[src/rtl/tft_pkg.sv]
// Shared TFT panel definitions: panel geometry, ILI9341 command codes used by
// the game, decoder FSM encoding and a coordinate clamp helper.
package tft_pkg;

  localparam int TFT_WIDTH  = 240;
  localparam int TFT_HEIGHT = 320;

  localparam logic [7:0] CMD_CASET = 8'h2A;
  localparam logic [7:0] CMD_PASET = 8'h2B;
  localparam logic [7:0] CMD_RAMWR = 8'h2C;

  typedef enum logic [2:0] {
    ST_IDLE  = 3'd0,
    ST_CASET = 3'd1,
    ST_PASET = 3'd2,
    ST_RAMWR = 3'd3,
    ST_SKIP  = 3'd4
  } dec_state_t;

  // Clamp a 16-bit window parameter to the last valid coordinate below lim.
  function automatic logic [8:0] sat_coord(input logic [15:0] v, input logic [15:0] lim);
    logic [15:0] top;
    top = lim - 16'd1;
    return (v >= lim) ? top[8:0] : v[8:0];
  endfunction

endpackage

[src/rtl/spi_byte_rx.sv]
// Oversampling SPI mode-0 byte receiver: synchronises the raw pins, finds SCLK
// rising edges and assembles MSB-first bytes while CS is low.
module spi_byte_rx (
  input  logic       clk,
  input  logic       rst,
  input  logic       spi_clk,
  input  logic       spi_mosi,
  input  logic       spi_dc,
  input  logic       spi_cs,
  output logic       byte_valid,
  output logic [7:0] byte_data,
  output logic       byte_dc
);

  logic [1:0] sclk_sync_q, sclk_sync_d;
  logic [1:0] mosi_sync_q, mosi_sync_d;
  logic [1:0] dc_sync_q, dc_sync_d;
  logic [1:0] cs_sync_q, cs_sync_d;
  logic       sclk_prev_q, sclk_prev_d;
  logic       rise_q, rise_d;
  logic       mosi_smp_q, mosi_smp_d;
  logic       dc_smp_q, dc_smp_d;
  logic [2:0] cnt_q, cnt_d;
  logic [6:0] shift_q, shift_d;
  logic       byte_valid_q, byte_valid_d;
  logic [7:0] byte_data_q, byte_data_d;
  logic       byte_dc_q, byte_dc_d;

  always_comb begin
    sclk_sync_d  = {sclk_sync_q[0], spi_clk};
    mosi_sync_d  = {mosi_sync_q[0], spi_mosi};
    dc_sync_d    = {dc_sync_q[0], spi_dc};
    cs_sync_d    = {cs_sync_q[0], spi_cs};
    sclk_prev_d  = sclk_sync_q[1];
    // Edge flag and data samples are registered together so the shift stage
    // sees MOSI/DC as they were when the edge was detected.
    rise_d       = sclk_sync_q[1] & ~sclk_prev_q;
    mosi_smp_d   = mosi_sync_q[1];
    dc_smp_d     = dc_sync_q[1];
    cnt_d        = cnt_q;
    shift_d      = shift_q;
    byte_valid_d = 1'b0;
    byte_data_d  = byte_data_q;
    byte_dc_d    = byte_dc_q;
    if (cs_sync_q[1]) begin
      cnt_d   = 3'd0;
      shift_d = 7'd0;
    end else if (rise_q) begin
      shift_d = {shift_q[5:0], mosi_smp_q};
      cnt_d   = cnt_q + 3'd1;
      if (cnt_q == 3'd7) begin
        byte_valid_d = 1'b1;
        byte_data_d  = {shift_q, mosi_smp_q};
        byte_dc_d    = dc_smp_q;
      end
    end
  end

  always_ff @(posedge clk) begin
    if (!rst) begin
      sclk_sync_q  <= 2'b00;
      mosi_sync_q  <= 2'b00;
      dc_sync_q    <= 2'b00;
      cs_sync_q    <= 2'b11;
      sclk_prev_q  <= 1'b0;
      rise_q       <= 1'b0;
      mosi_smp_q   <= 1'b0;
      dc_smp_q     <= 1'b0;
      cnt_q        <= 3'd0;
      shift_q      <= 7'd0;
      byte_valid_q <= 1'b0;
      byte_data_q  <= 8'd0;
      byte_dc_q    <= 1'b0;
    end else begin
      sclk_sync_q  <= sclk_sync_d;
      mosi_sync_q  <= mosi_sync_d;
      dc_sync_q    <= dc_sync_d;
      cs_sync_q    <= cs_sync_d;
      sclk_prev_q  <= sclk_prev_d;
      rise_q       <= rise_d;
      mosi_smp_q   <= mosi_smp_d;
      dc_smp_q     <= dc_smp_d;
      cnt_q        <= cnt_d;
      shift_q      <= shift_d;
      byte_valid_q <= byte_valid_d;
      byte_data_q  <= byte_data_d;
      byte_dc_q    <= byte_dc_d;
    end
  end

  assign byte_valid = byte_valid_q;
  assign byte_data  = byte_data_q;
  assign byte_dc    = byte_dc_q;

endmodule

[src/rtl/tft_spi_decoder.sv]
// TFT SPI stream decoder: turns CASET/PASET/RAMWR traffic into per-pixel
// strobes with screen coordinate and RGB565 colour.
module tft_spi_decoder
  import tft_pkg::*;
#(
  parameter int WIDTH  = TFT_WIDTH,
  parameter int HEIGHT = TFT_HEIGHT
) (
  input  logic        clk,
  input  logic        rst,
  input  logic        spi_clk,
  input  logic        spi_mosi,
  input  logic        spi_dc,
  input  logic        spi_cs,
  output logic        byte_valid,
  output logic [7:0]  byte_data,
  output logic        byte_dc,
  output logic        pix_valid,
  output logic [8:0]  pix_x,
  output logic [8:0]  pix_y,
  output logic [15:0] pix_color,
  output logic        range_err
);

  localparam logic [15:0] W_LIM = 16'(WIDTH);
  localparam logic [15:0] H_LIM = 16'(HEIGHT);
  localparam logic [8:0]  X_MAX = 9'(WIDTH - 1);
  localparam logic [8:0]  Y_MAX = 9'(HEIGHT - 1);

  logic       rx_valid, rx_dc;
  logic [7:0] rx_data;

  spi_byte_rx u_rx (
    .clk        (clk),
    .rst        (rst),
    .spi_clk    (spi_clk),
    .spi_mosi   (spi_mosi),
    .spi_dc     (spi_dc),
    .spi_cs     (spi_cs),
    .byte_valid (rx_valid),
    .byte_data  (rx_data),
    .byte_dc    (rx_dc)
  );

  dec_state_t  state_q, state_d;
  logic [1:0]  idx_q, idx_d;
  logic [15:0] start_q, start_d;
  logic [7:0]  end_hi_q, end_hi_d;
  logic [7:0]  hi_q, hi_d;
  logic        phase_q, phase_d;
  logic [8:0]  xs_q, xs_d, xe_q, xe_d, ys_q, ys_d, ye_q, ye_d;
  logic        x_ok_q, x_ok_d, y_ok_q, y_ok_d;
  logic [8:0]  cur_x_q, cur_x_d, cur_y_q, cur_y_d;
  logic        pix_valid_q, pix_valid_d;
  logic [8:0]  pix_x_q, pix_x_d, pix_y_q, pix_y_d;
  logic [15:0] pix_color_q, pix_color_d;
  logic        range_err_q, range_err_d;
  logic [15:0] lim, end_val;
  logic [8:0]  s_sat, e_sat;
  logic        oob;

  always_comb begin
    state_d     = state_q;
    idx_d       = idx_q;
    start_d     = start_q;
    end_hi_d    = end_hi_q;
    hi_d        = hi_q;
    phase_d     = phase_q;
    xs_d        = xs_q;
    xe_d        = xe_q;
    ys_d        = ys_q;
    ye_d        = ye_q;
    x_ok_d      = x_ok_q;
    y_ok_d      = y_ok_q;
    cur_x_d     = cur_x_q;
    cur_y_d     = cur_y_q;
    pix_valid_d = 1'b0;
    pix_x_d     = pix_x_q;
    pix_y_d     = pix_y_q;
    pix_color_d = pix_color_q;
    range_err_d = range_err_q;
    lim         = (state_q == ST_CASET) ? W_LIM : H_LIM;
    end_val     = {end_hi_q, rx_data};
    s_sat       = sat_coord(start_q, lim);
    e_sat       = sat_coord(end_val, lim);
    oob         = (start_q >= lim) || (end_val >= lim);
    if (rx_valid) begin
      if (!rx_dc) begin
        // Commands always win, even mid-parameter or between colour bytes.
        idx_d   = 2'd0;
        phase_d = 1'b0;
        case (rx_data)
          CMD_CASET: state_d = ST_CASET;
          CMD_PASET: state_d = ST_PASET;
          CMD_RAMWR: begin
            state_d = ST_RAMWR;
            cur_x_d = xs_q;
            cur_y_d = ys_q;
          end
          default:   state_d = ST_SKIP;
        endcase
      end else begin
        case (state_q)
          ST_CASET, ST_PASET: begin
            idx_d = idx_q + 2'd1;
            case (idx_q)
              2'd0:    start_d[15:8] = rx_data;
              2'd1:    start_d[7:0]  = rx_data;
              2'd2:    end_hi_d      = rx_data;
              default: begin
                state_d = ST_IDLE;
                if (oob || (s_sat > e_sat)) range_err_d = 1'b1;
                if (state_q == ST_CASET) begin
                  xs_d   = s_sat;
                  xe_d   = e_sat;
                  x_ok_d = (s_sat <= e_sat);
                end else begin
                  ys_d   = s_sat;
                  ye_d   = e_sat;
                  y_ok_d = (s_sat <= e_sat);
                end
              end
            endcase
          end
          ST_RAMWR: begin
            if (!phase_q) begin
              hi_d    = rx_data;
              phase_d = 1'b1;
            end else begin
              phase_d = 1'b0;
              if (x_ok_q && y_ok_q) begin
                pix_valid_d = 1'b1;
                pix_x_d     = cur_x_q;
                pix_y_d     = cur_y_q;
                pix_color_d = {hi_q, rx_data};
                if (cur_x_q == xe_q) begin
                  cur_x_d = xs_q;
                  cur_y_d = (cur_y_q == ye_q) ? ys_q : cur_y_q + 9'd1;
                end else begin
                  cur_x_d = cur_x_q + 9'd1;
                end
              end
            end
          end
          default: ;
        endcase
      end
    end
  end

  always_ff @(posedge clk) begin
    if (!rst) begin
      state_q     <= ST_IDLE;
      idx_q       <= 2'd0;
      start_q     <= 16'd0;
      end_hi_q    <= 8'd0;
      hi_q        <= 8'd0;
      phase_q     <= 1'b0;
      xs_q        <= 9'd0;
      xe_q        <= X_MAX;
      ys_q        <= 9'd0;
      ye_q        <= Y_MAX;
      x_ok_q      <= 1'b1;
      y_ok_q      <= 1'b1;
      cur_x_q     <= 9'd0;
      cur_y_q     <= 9'd0;
      pix_valid_q <= 1'b0;
      pix_x_q     <= 9'd0;
      pix_y_q     <= 9'd0;
      pix_color_q <= 16'd0;
      range_err_q <= 1'b0;
    end else begin
      state_q     <= state_d;
      idx_q       <= idx_d;
      start_q     <= start_d;
      end_hi_q    <= end_hi_d;
      hi_q        <= hi_d;
      phase_q     <= phase_d;
      xs_q        <= xs_d;
      xe_q        <= xe_d;
      ys_q        <= ys_d;
      ye_q        <= ye_d;
      x_ok_q      <= x_ok_d;
      y_ok_q      <= y_ok_d;
      cur_x_q     <= cur_x_d;
      cur_y_q     <= cur_y_d;
      pix_valid_q <= pix_valid_d;
      pix_x_q     <= pix_x_d;
      pix_y_q     <= pix_y_d;
      pix_color_q <= pix_color_d;
      range_err_q <= range_err_d;
    end
  end

  assign byte_valid = rx_valid;
  assign byte_data  = rx_data;
  assign byte_dc    = rx_dc;
  assign pix_valid  = pix_valid_q;
  assign pix_x      = pix_x_q;
  assign pix_y      = pix_y_q;
  assign pix_color  = pix_color_q;
  assign range_err  = range_err_q;

endmodule

[config.mk]
export PLATFORM = sky130hd
export DESIGN_NAME = tft_spi_decoder
export DESIGN_NICKNAME = d
export VERILOG_FILES = /design/src/rtl/tft_pkg.sv /design/src/rtl/spi_byte_rx.sv /design/src/rtl/tft_spi_decoder.sv
export SDC_FILE = /design/constraint.sdc
export NUM_CORES = 1
export LEC_CHECK = 0
export BUFFER_PORTS_ARGS = -buffer_cell sky130_fd_sc_hd__buf_2
export CORE_MARGIN = 10
export CORE_UTILIZATION = 55
export CTS_BUF_LIST = sky130_fd_sc_hd__clkbuf_4
export CTS_CLUSTER_DIAMETER = 60
export DETAILED_ROUTE_END_ITERATION = 10
export HOLD_SLACK_MARGIN = 0.1
export PLACE_DENSITY = 0.74
export REMOVE_ABC_BUFFERS = 1
export SYNTH_ARGS = -nofsm -noshare
export SYNTH_HDL_FRONTEND = slang
export SYNTH_SLANG_ARGS = --single-unit
[constraint.sdc]
create_clock -name clk -period 6.35 [get_ports clk]
set_input_delay 0.635 -clock clk [delete_from_list [all_inputs] [get_ports clk]]
set_output_delay 0.635 -clock clk [all_outputs]
set_load 0.005 [all_outputs]
[After elaboration in Yosys (flattened, before gate mapping)]
Cells that the tools add are included.
Storage, ports and cells
  input bits: 6
  output and inout bits: 46
  flip-flop bits (word level): 162
  word-level logic and storage cells: 118
Cells by class
  mux-type cells: 27
  $lt $le $gt $ge: 4
  reduce and logical (&&, ||, !) cells: 24
  eq/ne operators: 17
  bitwise logic cells: 8
  add/sub/neg operators: 5
Operators with widths (count)
  9-bit two-way mux: 16
  16-bit by 9-bit greater-or-equal comparator with 1-bit output: 2
  5-bit AND reduction: 6
  8-bit by 6-bit == test with 1-bit output (second input constant): 3
  9-bit by 1-bit adder with 9-bit output (second input constant): 2
  9-bit == test: 2
  4-bit AND reduction: 4
  2-bit != test (second input constant): 6
  9-bit > comparator: 1
  9-bit <= comparator: 1
  3-bit two-way mux: 3
  3-bit case mux with 3 select lines: 1
  9-bit by 1-bit subtractor with 9-bit output (second input constant): 1
  1-bit inverter: 7
  3-bit by 2-bit == test with 1-bit output (second input constant): 2
  3-bit AND reduction: 2
  6-bit AND reduction: 1
  3-bit OR reduction: 2
  1-bit two-way mux: 5
  2-bit two-way mux: 2
  2-bit AND reduction: 2
  2-bit OR reduction: 2
  3-bit by 1-bit adder with 3-bit output (second input constant): 1
  3-bit by 1-bit == test with 1-bit output (second input constant): 1
  other kinds (9): 10

[Logic depth before layout (Yosys ltp)]
Gate-level depths: netlist (run 1).
  depth in word-level cells: 7
  mapped depth: 15
  gate-level depth less buffers: 14

[Hierarchy]
Synthesis (run 1) repeated with hierarchy kept, for this count alone.
Second synthesis, totals
  cell total of the unflattened synthesis: 821
  area total of the unflattened synthesis: 7229.4 µm²
Modules (own cells, without submodules)
  tft_spi_decoder: times used 1, cells an instance 718, area each 6113.4 µm², sequential area each 2602.5 µm²
  spi_byte_rx: times used 1, cells an instance 103, area each 1116.1 µm², sequential area each 640.6 µm²

[Worst setup path before layout (run 1)]
No wires, ideal clock.
  kind: register to register
  start: register state_q[0]
  end: register range_err_q, in the netlist range_err
  stages on the path, launching flop included: 16
  data arrival time: 3.486 ns
  buffers on the path: 2
  setup time: 0.121 ns
  period minus slack after synthesis: 3.607 ns
  data required time: 6.229 ns
  path slack: 2.743 ns
  cells stage by stage: dfxtp_1 or3b_1 buf_2 inv_1 ha_1 nor4bb_1 a221oi_1 o21ai_1 buf_2 mux2i_1 ha_1 a211oi_1 nor2_1 a2111oi_0 o211a_1 o21ai_0
Between the ends
  word-level cells in the longest chain between the ends: 7
  elaborated cells between the ends (all ways): 13
  classes of those cells: add/sub (1); order compare (3); eq/ne (2); mux (3); reduce/logical (4)
Ends and longest elaborated chain
  from (decl): RTL line tft_spi_decoder.sv:45  | dec_state_t state_q, state_d;
  from (signal assigned): RTL line tft_spi_decoder.sv:173  | state_q <= state_d;
  3-bit by 1-bit == test with 1-bit output: RTL line tft_spi_decoder.sv:82, tft_spi_decoder.sv:103
  9-bit two-way mux: RTL line tft_spi_decoder.sv:82  | lim = (state_q == ST_CASET) ? W_LIM : H_LIM;
  16-bit by 9-bit greater-or-equal comparator with 1-bit output / 9-bit by 1-bit subtractor with 9-bit output (equally long branches): RTL line tft_pkg.sv:24, tft_spi_decoder.sv:86, tft_pkg.sv:23
  9-bit two-way mux: RTL line tft_pkg.sv:24  | return (v >= lim) ? top[8:0] : v[8:0];
  9-bit > comparator: RTL line tft_spi_decoder.sv:112  | if (oob || (s_sat > e_sat)) range_err_d = 1'b1;
  1-bit logical OR: RTL line tft_spi_decoder.sv:112
  5-bit AND reduction (no source line) *
  to (signal assigned): RTL line tft_spi_decoder.sv:191  | range_err_q <= range_err_d;
  to (decl): RTL line tft_spi_decoder.sv:57  | logic range_err_q, range_err_d;
Mark *: on every way between the ends. The rest lies on a longest branch, timed or not.
A chain may end at the register's enable or synchronous reset.

[Final worst setup path (run 1)]
  start: register state_q[2]
  end: register range_err_q, in the netlist range_err
The elaborated chain is that of the path after synthesis.

==> results.json, run 1 <==
{
  "root_buffer": "clkbuf_4",
  "hpwl_um": 11900,
  "final_cell_mix": "dfxtp_1 (162), nand2_1 (108), nor2_1 (100), mux2i_1 (61), buf_2 (51)",
  "ant_nets": 0,
  "layout-drive-gt1-share_pct": 11.8,
  "drv_cap": 0,
  "synth.top_cell.area_share_pct": 45.1,
  "grt_pass1_vias": 5744,
  "post-route-period-util_pct": 73.6,
  "hold_viol_final": 0,
  "path_buf_inv": 1,
  "cts_buffer_depth": 2,
  "grt_pass1_wl_um": 28400,
  "cts.htree.levels": 4,
  "postCtsResizedCells": 0,
  "r2r_cells": 13,
  "min_from": "spi_cs",
  "power_density_mw_per_mm2": 216,
  "crit_chain": "or3b_1 > inv_1 > ha_1 > nor4bb_1 > a221oi_1 > o21ai_1 > mux2i_1 > ha_1 > a211oi_1 > nor2_1 > a2111oi_0 > o211a_1 > o21ai_0",
  "cts_hold_buf": 0,
  "slew_headroom_pct": 35.5,
  "critPathMaxFanout": 12,
  "timing.fmax_mhz": 214,
  "grt_max_degree": 81,
  "rsz0062_at_grt": "false",
  "io_buffers": 51,
  "postLayoutCellArea_mm2": 0.00775,
  "synth-seq-cells": 162,
  "min_path_cells": 2,
  "rows": 41,
  "antenna_cells": 0,
  "ios": 52,
  "slowest_stage": "o21ai_1",
  "drt-vias-per-instance": 5.80,
  "arrival_ps": 5160,
  "outcome": "finished, final reports clean",
  "worst_ep_required_time_ps": 6840,
  "min_period_ps": 4670,
  "drtPass1Iterations": 5,
  "syn_area_mm2": 0.00720,
  "placed_area_mm2": 0.00744,
  "holdPathEnd": "u_rx.cs_sync_q[0]",
  "die_y_um": 134,
  "cts_made_buffers": 17,
  "drc": 0,
  "via_count": 5925,
  "gp_congestion": 0.948,
  "synthFlopType": "dfxtp_1",
  "yosysSeqAreaShare_pct": 45.1,
  "final_common_cell": "dfxtp_1",
  "synth_edf_count": 0,
  "tns_ps": 0,
  "setup.worst_path.start_class": "flop",
  "crit_top_cell": "ha_1",
  "crit_path_end_kind": "flop",
  "die-area_mm2": 0.0181,
  "r2r_slack_ps": 1680,
  "grt_overflow_total": 0,
  "cp_top_family": "compound AO/OA/AOI/OAI gates",
  "final_nets": 868,
  "worstHoldPathType": "input port to flop",
  "clock-sinks": 162,
  "setup_viol": 0,
  "start_util_pct": 56.6,
  "finClkSkew_ps": 20.4,
  "clock_latency_ps": 590,
  "avgRoutedWirePerCell_um": 16.8,
  "post_cts_buffers": 0,
  "clk_pin_slew_ps": 160,
  "avgSynthCellArea_um2": 8.72,
  "synthArstFlopShare_pct": 0,
  "path_class": "flop to flop",
  "r2r_start": "state_q[2]",
  "wirelength_um": 17200,
  "synth_top_area_cell": "dfxtp_1",
  "drv_slew": 0,
  "die_w_um": 134,
  "drt_iter0_markers": 471,
  "vdd_drop_max_uv": 189,
  "design.core.area_mm2": 0.0127,
  "slowest_delay_ps": 780,
  "postSynthCellCount": 825,
  "p_leak_uw": 0.00298,
  "synth.area.top_cells": "dfxtp_1 (45%), mux2i_1 (8.5%), nand2_1 (5.6%), nor2_1 (5.2%), ha_1 (4.3%)",
  "ys_warn_count": 0,
  "timing.rr.end": "range_err",
  "tightest_slew_ps": 961,
  "grt_use_total_pct": 19.1,
  "syn2layout_area_growth_pct": 7.70,
  "cts_tree": "yes",
  "antenna_found_initial": 0,
  "ys_types": 56
}
==> cells in the mapped netlist, types with 3 or more instances <==
library cell / count
mux2i_1: 61
ha_1: 25
o2111ai_1: 3
o21ai_0: 17
nand2_1: 108
dfxtp_1: 162
and3_1: 6
o221ai_1: 7
xor2_1: 11
clkbuf_1: 38
nand2b_1: 8
nand3b_1: 4
nor2b_1: 5
xnor2_1: 12
nand3_1: 35
and2_1: 12
o21ai_1: 4
nor3_1: 12
nor2_1: 100
nor4_1: 7
nand4_1: 13
nand4b_1: 7
a21oi_1: 48
inv_1: 17
a2bb2oi_1: 3
o211ai_1: 14
a211oi_1: 14
a31oi_1: 7
o21a_1: 5
buf_2: 22
buf_1: 4
==> sequential cells by signal (all words and copies together) (netlist names), 7 cells and up <==
| register | flops |
|---|---|
| ye_q | 9 |
| u_rx.shift_q | 7 |
| start_q | 16 |
| xe_q | 9 |
| ys_q | 9 |
| u_rx.byte_data | 8 |
| cur_x_q | 9 |
| end_hi_q | 8 |
| hi_q | 8 |
| pix_x | 9 |
| pix_y | 9 |
| xs_q | 9 |
| pix_color | 16 |
| cur_y_q | 9 |
==> through the flow <==
step / cells / power (uW) / setup WS (ps) / hold slack (ps) / utilization, %
after detailed placement: 990 / 1070 / 1830 / 381 / 58.5
after global placement: 990 / 1070 / 2130 / 381 / 58.5
after global routing: 1022 / 1730 / 1400 / 176 / 60.9
after floorplan: 761 / 1050 / 2560 / 367 / -
after CTS: 1022 / 1690 / 1820 / 177 / 60.9
final: 1022 / 1670 / 1680 / 208 / 60.9
==> worst max-delay path by stage <==
| stage | startpoint | end | cells past startpoint | slack, ps |
|---|---|---|---|---|
| global placement | state_q[0] | range_err | 13 | 2130 |
| floorplan | state_q[0] | range_err | 13 | 2560 |
| detailed placement | state_q[2] | range_err | 13 | 1830 |
| finish | state_q[2] | range_err | 13 | 1680 |
| global route | state_q[2] | y_ok_q | 13 | 1400 |
| CTS | state_q[2] | y_ok_q | 13 | 1820 |
==> cell type report <==
type,count,area (um^2)
Tap cell,172,215
Clock inverter,15,173
Timing Repair Buffer,57,300
Clock buffer,17,128
Inverter,18,67.6
Sequential cell,162,3240
Multi-Input combinational cell,581,3620
Fill cell,1143,4970
==> layer usage <==
layer	GRT usage, %	vias to the layer above	part of all wire, %
met2	32.2	161	49
met1	22.0	2822	43
met5	0	-	0
met3	4.59	48	4.9
met4	10.2	0	3.3
li1	-	2894	-
==> where the power goes <==
| part | total (uW) | internal (uW) | switching [uW] |
|---|---|---|---|
| registers | 1020 | 1020 | 1.42 |
| logic | 23.9 | 5.02 | 18.9 |
| clock network | 628 | 214 | 414 |
| total | 1670 | 1240 | 434 |
==> cells by family after synthesis <==
family / after synthesis / synth area share [%]
flip-flops: 162 / 45.1
adder cells (fa/ha/maj): 25 / 4.35
AO/OA/AOI/OAI: 132 / 11.7
multiplexers: 62 / 8.64
XOR/XNOR: 23 / 2.80
AND/OR/NAND/NOR: 339 / 22.7
buffers and inverters: 82 / 4.66
Note: power is estimated with default switching activity, not from simulation.
==> run 2, diff against run 1 <==
--- a/config.mk
+++ b/config.mk
@@ -12,7 +12,7 @@
 export CTS_CLUSTER_DIAMETER = 60
 export DETAILED_ROUTE_END_ITERATION = 10
 export HOLD_SLACK_MARGIN = 0.1
-export PLACE_DENSITY = 0.74
+export PLACE_DENSITY = 0.77
 export REMOVE_ABC_BUFFERS = 1
 export SYNTH_ARGS = -nofsm -noshare
 export SYNTH_HDL_FRONTEND = slang
==> constraint.sdc (replaced) <==
create_clock -name clk -period 4.03 [get_ports clk]
set_input_delay 0.403 -clock clk [delete_from_list [all_inputs] [get_ports clk]]
set_output_delay 0.403 -clock clk [all_outputs]
set_load 0.005 [all_outputs]
==> run 2 against run 1 <==
  * Count of clock-buffer cells in the layout up 3
  * Combinational power rose by 74%
  * Critical path depth fell by 1
  * Global-route usage is 0.16 points higher
  * Sequential share of layout area decreased by 0.66 points
  * Total power rose by 49%
  * Clock skew increased by 6.5 ps
  * Sequential power up 58%
  * Routed wire length is 1.4% higher
  * Non-clock buffer count up 19
  * Critical path type unchanged
  * Sequential cell count is the same
==> results.json, run 2 (synthesis gave the netlist of run 1 again) <==
{
  "outcome": "finished, final reports clean",
  "min_period_ps": 3780,
  "tns_ps": 0,
  "setup.worst_path.start_class": "flop",
  "drt-vias-per-instance": 5.73,
  "tightest_slew_ps": 995,
  "endpoint": "range_err",
  "grt_overflow_total": 0,
  "drc": 0,
  "timing.rr.end": "range_err",
  "cts.htree.levels": 4,
  "grt_max_degree": 73,
  "die-area_mm2": 0.0181,
  "antenna_found_initial": 0,
  "path_class": "flop to flop",
  "drv_cap": 0,
  "design.core.area_mm2": 0.0127,
  "rsz0062_at_grt": "false",
  "worst_ep_required_time_ps": 4510,
  "p_leak_uw": 0.00305,
  "antenna_cells": 0,
  "vdd_drop_max_uv": 307,
  "gp_congestion": 0.964,
  "cts_tree": "yes",
  "r2r_slack_ps": 250,
  "power_frac_comb_pct": 1.7,
  "cts_buffer_depth": 2,
  "placed_area_mm2": 0.00755,
  "clock-sinks": 162,
  "ios": 52,
  "io_buffers": 51,
  "final_common_cell": "dfxtp_1",
  "worstHoldPathType": "input port to flop",
  "drtPass1Iterations": 5,
  "crit_path_end_kind": "flop",
  "post-route-period-util_pct": 93.7,
  "final_nets": 887,
  "seq_power_share_pct": 64.4,
  "p_switching_uw": 566,
  "hpwl_um": 12200,
  "ant_nets": 0,
  "switching_share_pct": 22.7,
  "arrival_ps": 4250,
  "grt_pass1_wl_um": 28500,
  "syn2layout_area_growth_pct": 9.42,
  "root_buffer": "clkbuf_4",
  "cts_made_buffers": 17,
  "hold_viol_final": 0,
  "finClkSkew_ps": 26.8,
  "drv_slew": 0,
  "clock_latency_ps": 570,
  "clk_pin_slew_ps": 140,
  "rows": 41,
  "grt_pass1_vias": 5758,
  "post_cts_buffers": 0,
  "avgRoutedWirePerCell_um": 16.7,
  "hold_ws_ps": 381,
  "via_count": 5963,
  "slew_headroom_pct": 33.3,
  "die_w_um": 134,
  "wirelength_um": 17400,
  "power_density_mw_per_mm2": 317,
  "die_y_um": 134,
  "fillers": 1151,
  "p_int_uw": 1930,
  "final_cell_mix": "dfxtp_1 (162), nand2_1 (108), nor2_1 (100), mux2i_1 (61), buf_2 (51)",
  "p_clk_share_pct": 34.0,
  "min_from": "rst",
  "cp-startpoint": "state_q[0]",
  "critPathMaxFanout": 6,
  "layout-drive-gt1-share_pct": 13.5,
  "r2r_cells": 12,
  "grt_use_total_pct": 19.3,
  "timing.fmax_mhz": 265,
  "power_uw": 2500,
  "postLayoutCellArea_mm2": 0.00787,
  "drt_iter0_markers": 504,
  "r2r_start": "state_q[0]",
  "setup_viol": 0,
  "start_util_pct": 56.6
}
## run 2: changes by cell type in the layout (fill, tap and decap cells not counted), moves of 3 or more
| cell | delta |
|---|---|
| dlygate4sd3_1 | +4 |
| clkbuf_4 | +3 |
| clkinv_1 | +3 |
| inv_6 | -4 |
| inv_8 | -3 |
| clkinv_2 | +4 |
| buf_4 | +15 |
## run 2: worst min path at each step
stage / endpoint / slack (ps) / cells past startpoint
after floorplan: u_rx.rise_q / 370 / 1
after global placement: u_rx.rise_q / 380 / 1
after detailed placement: u_rx.rise_q / 390 / 1
after CTS: u_rx.byte_data[3] / 370 / 3
after global routing: end_hi_q[6] / 410 / 3
final: idx_q[0] / 380 / 3
## run 2: through the flow
stage	instances	setup slack (ps)	utilization (%)
after CTS	1040	51.1	61.6
after global placement	1004	154	59.3
after global routing	1041	11.0	61.9
after detailed placement	1004	25.9	59.3
after floorplan	761	240	-
final	1041	254	61.9
## run 2: cell type report
class / count / area (um^2) / area share, %
clock buffers: 20 / 150 / 1.91
inverters: 18 / 67.6 / 0.858
repair buffers: 76 / 453 / 5.75
multi-input cells: 581 / 3650 / 46.4
well taps: 172 / 215 / 2.73
clock inverters: 12 / 92.6 / 1.18
flip-flops and latches: 162 / 3240 / 41.2
## run 2: what timing repair did
| item | 4_1_cts | 5_1_grt |
|---|---|---|
| endpoints found under the setup margin | 1 | 3 |
| resized for setup | 2 | 6 |
| hold endpoints to repair | 4 | 0 |
| hold buffers | 4 | 0 |
| pin swaps | 0 | 0 |
## run 2: layer usage
metal / GRT usage [%] / routed length [um]
met1: 23.0 / 7540
met2: 32.6 / 8450
met3: 5.19 / 1050
met4: 7.01 / 360
met5: 0 / 0
## run 2: critical path: stages, from the launching register on
cell	delay (ps)
dfxtp_1	460
or3b_1	500
ha_1	360
nor4bb_1	310
a221oi_2	140
o21ai_4	290
mux2i_1	340
ha_1	310
a211oi_1	230
nor2_1	90
a2111oi_2	390
o211a_1	180
o21ai_0	80
## run 2: power groups by stage
stage / combinational [uW] / sequential [uW] / clock [uW]
floorplan: 17.7 / 1640 / 0
global placement: 38.0 / 1640 / 0
detailed placement: 38.8 / 1640 / 0
CTS: 41.9 / 1610 / 868
global route: 46.1 / 1610 / 938
finish: 41.6 / 1610 / 849
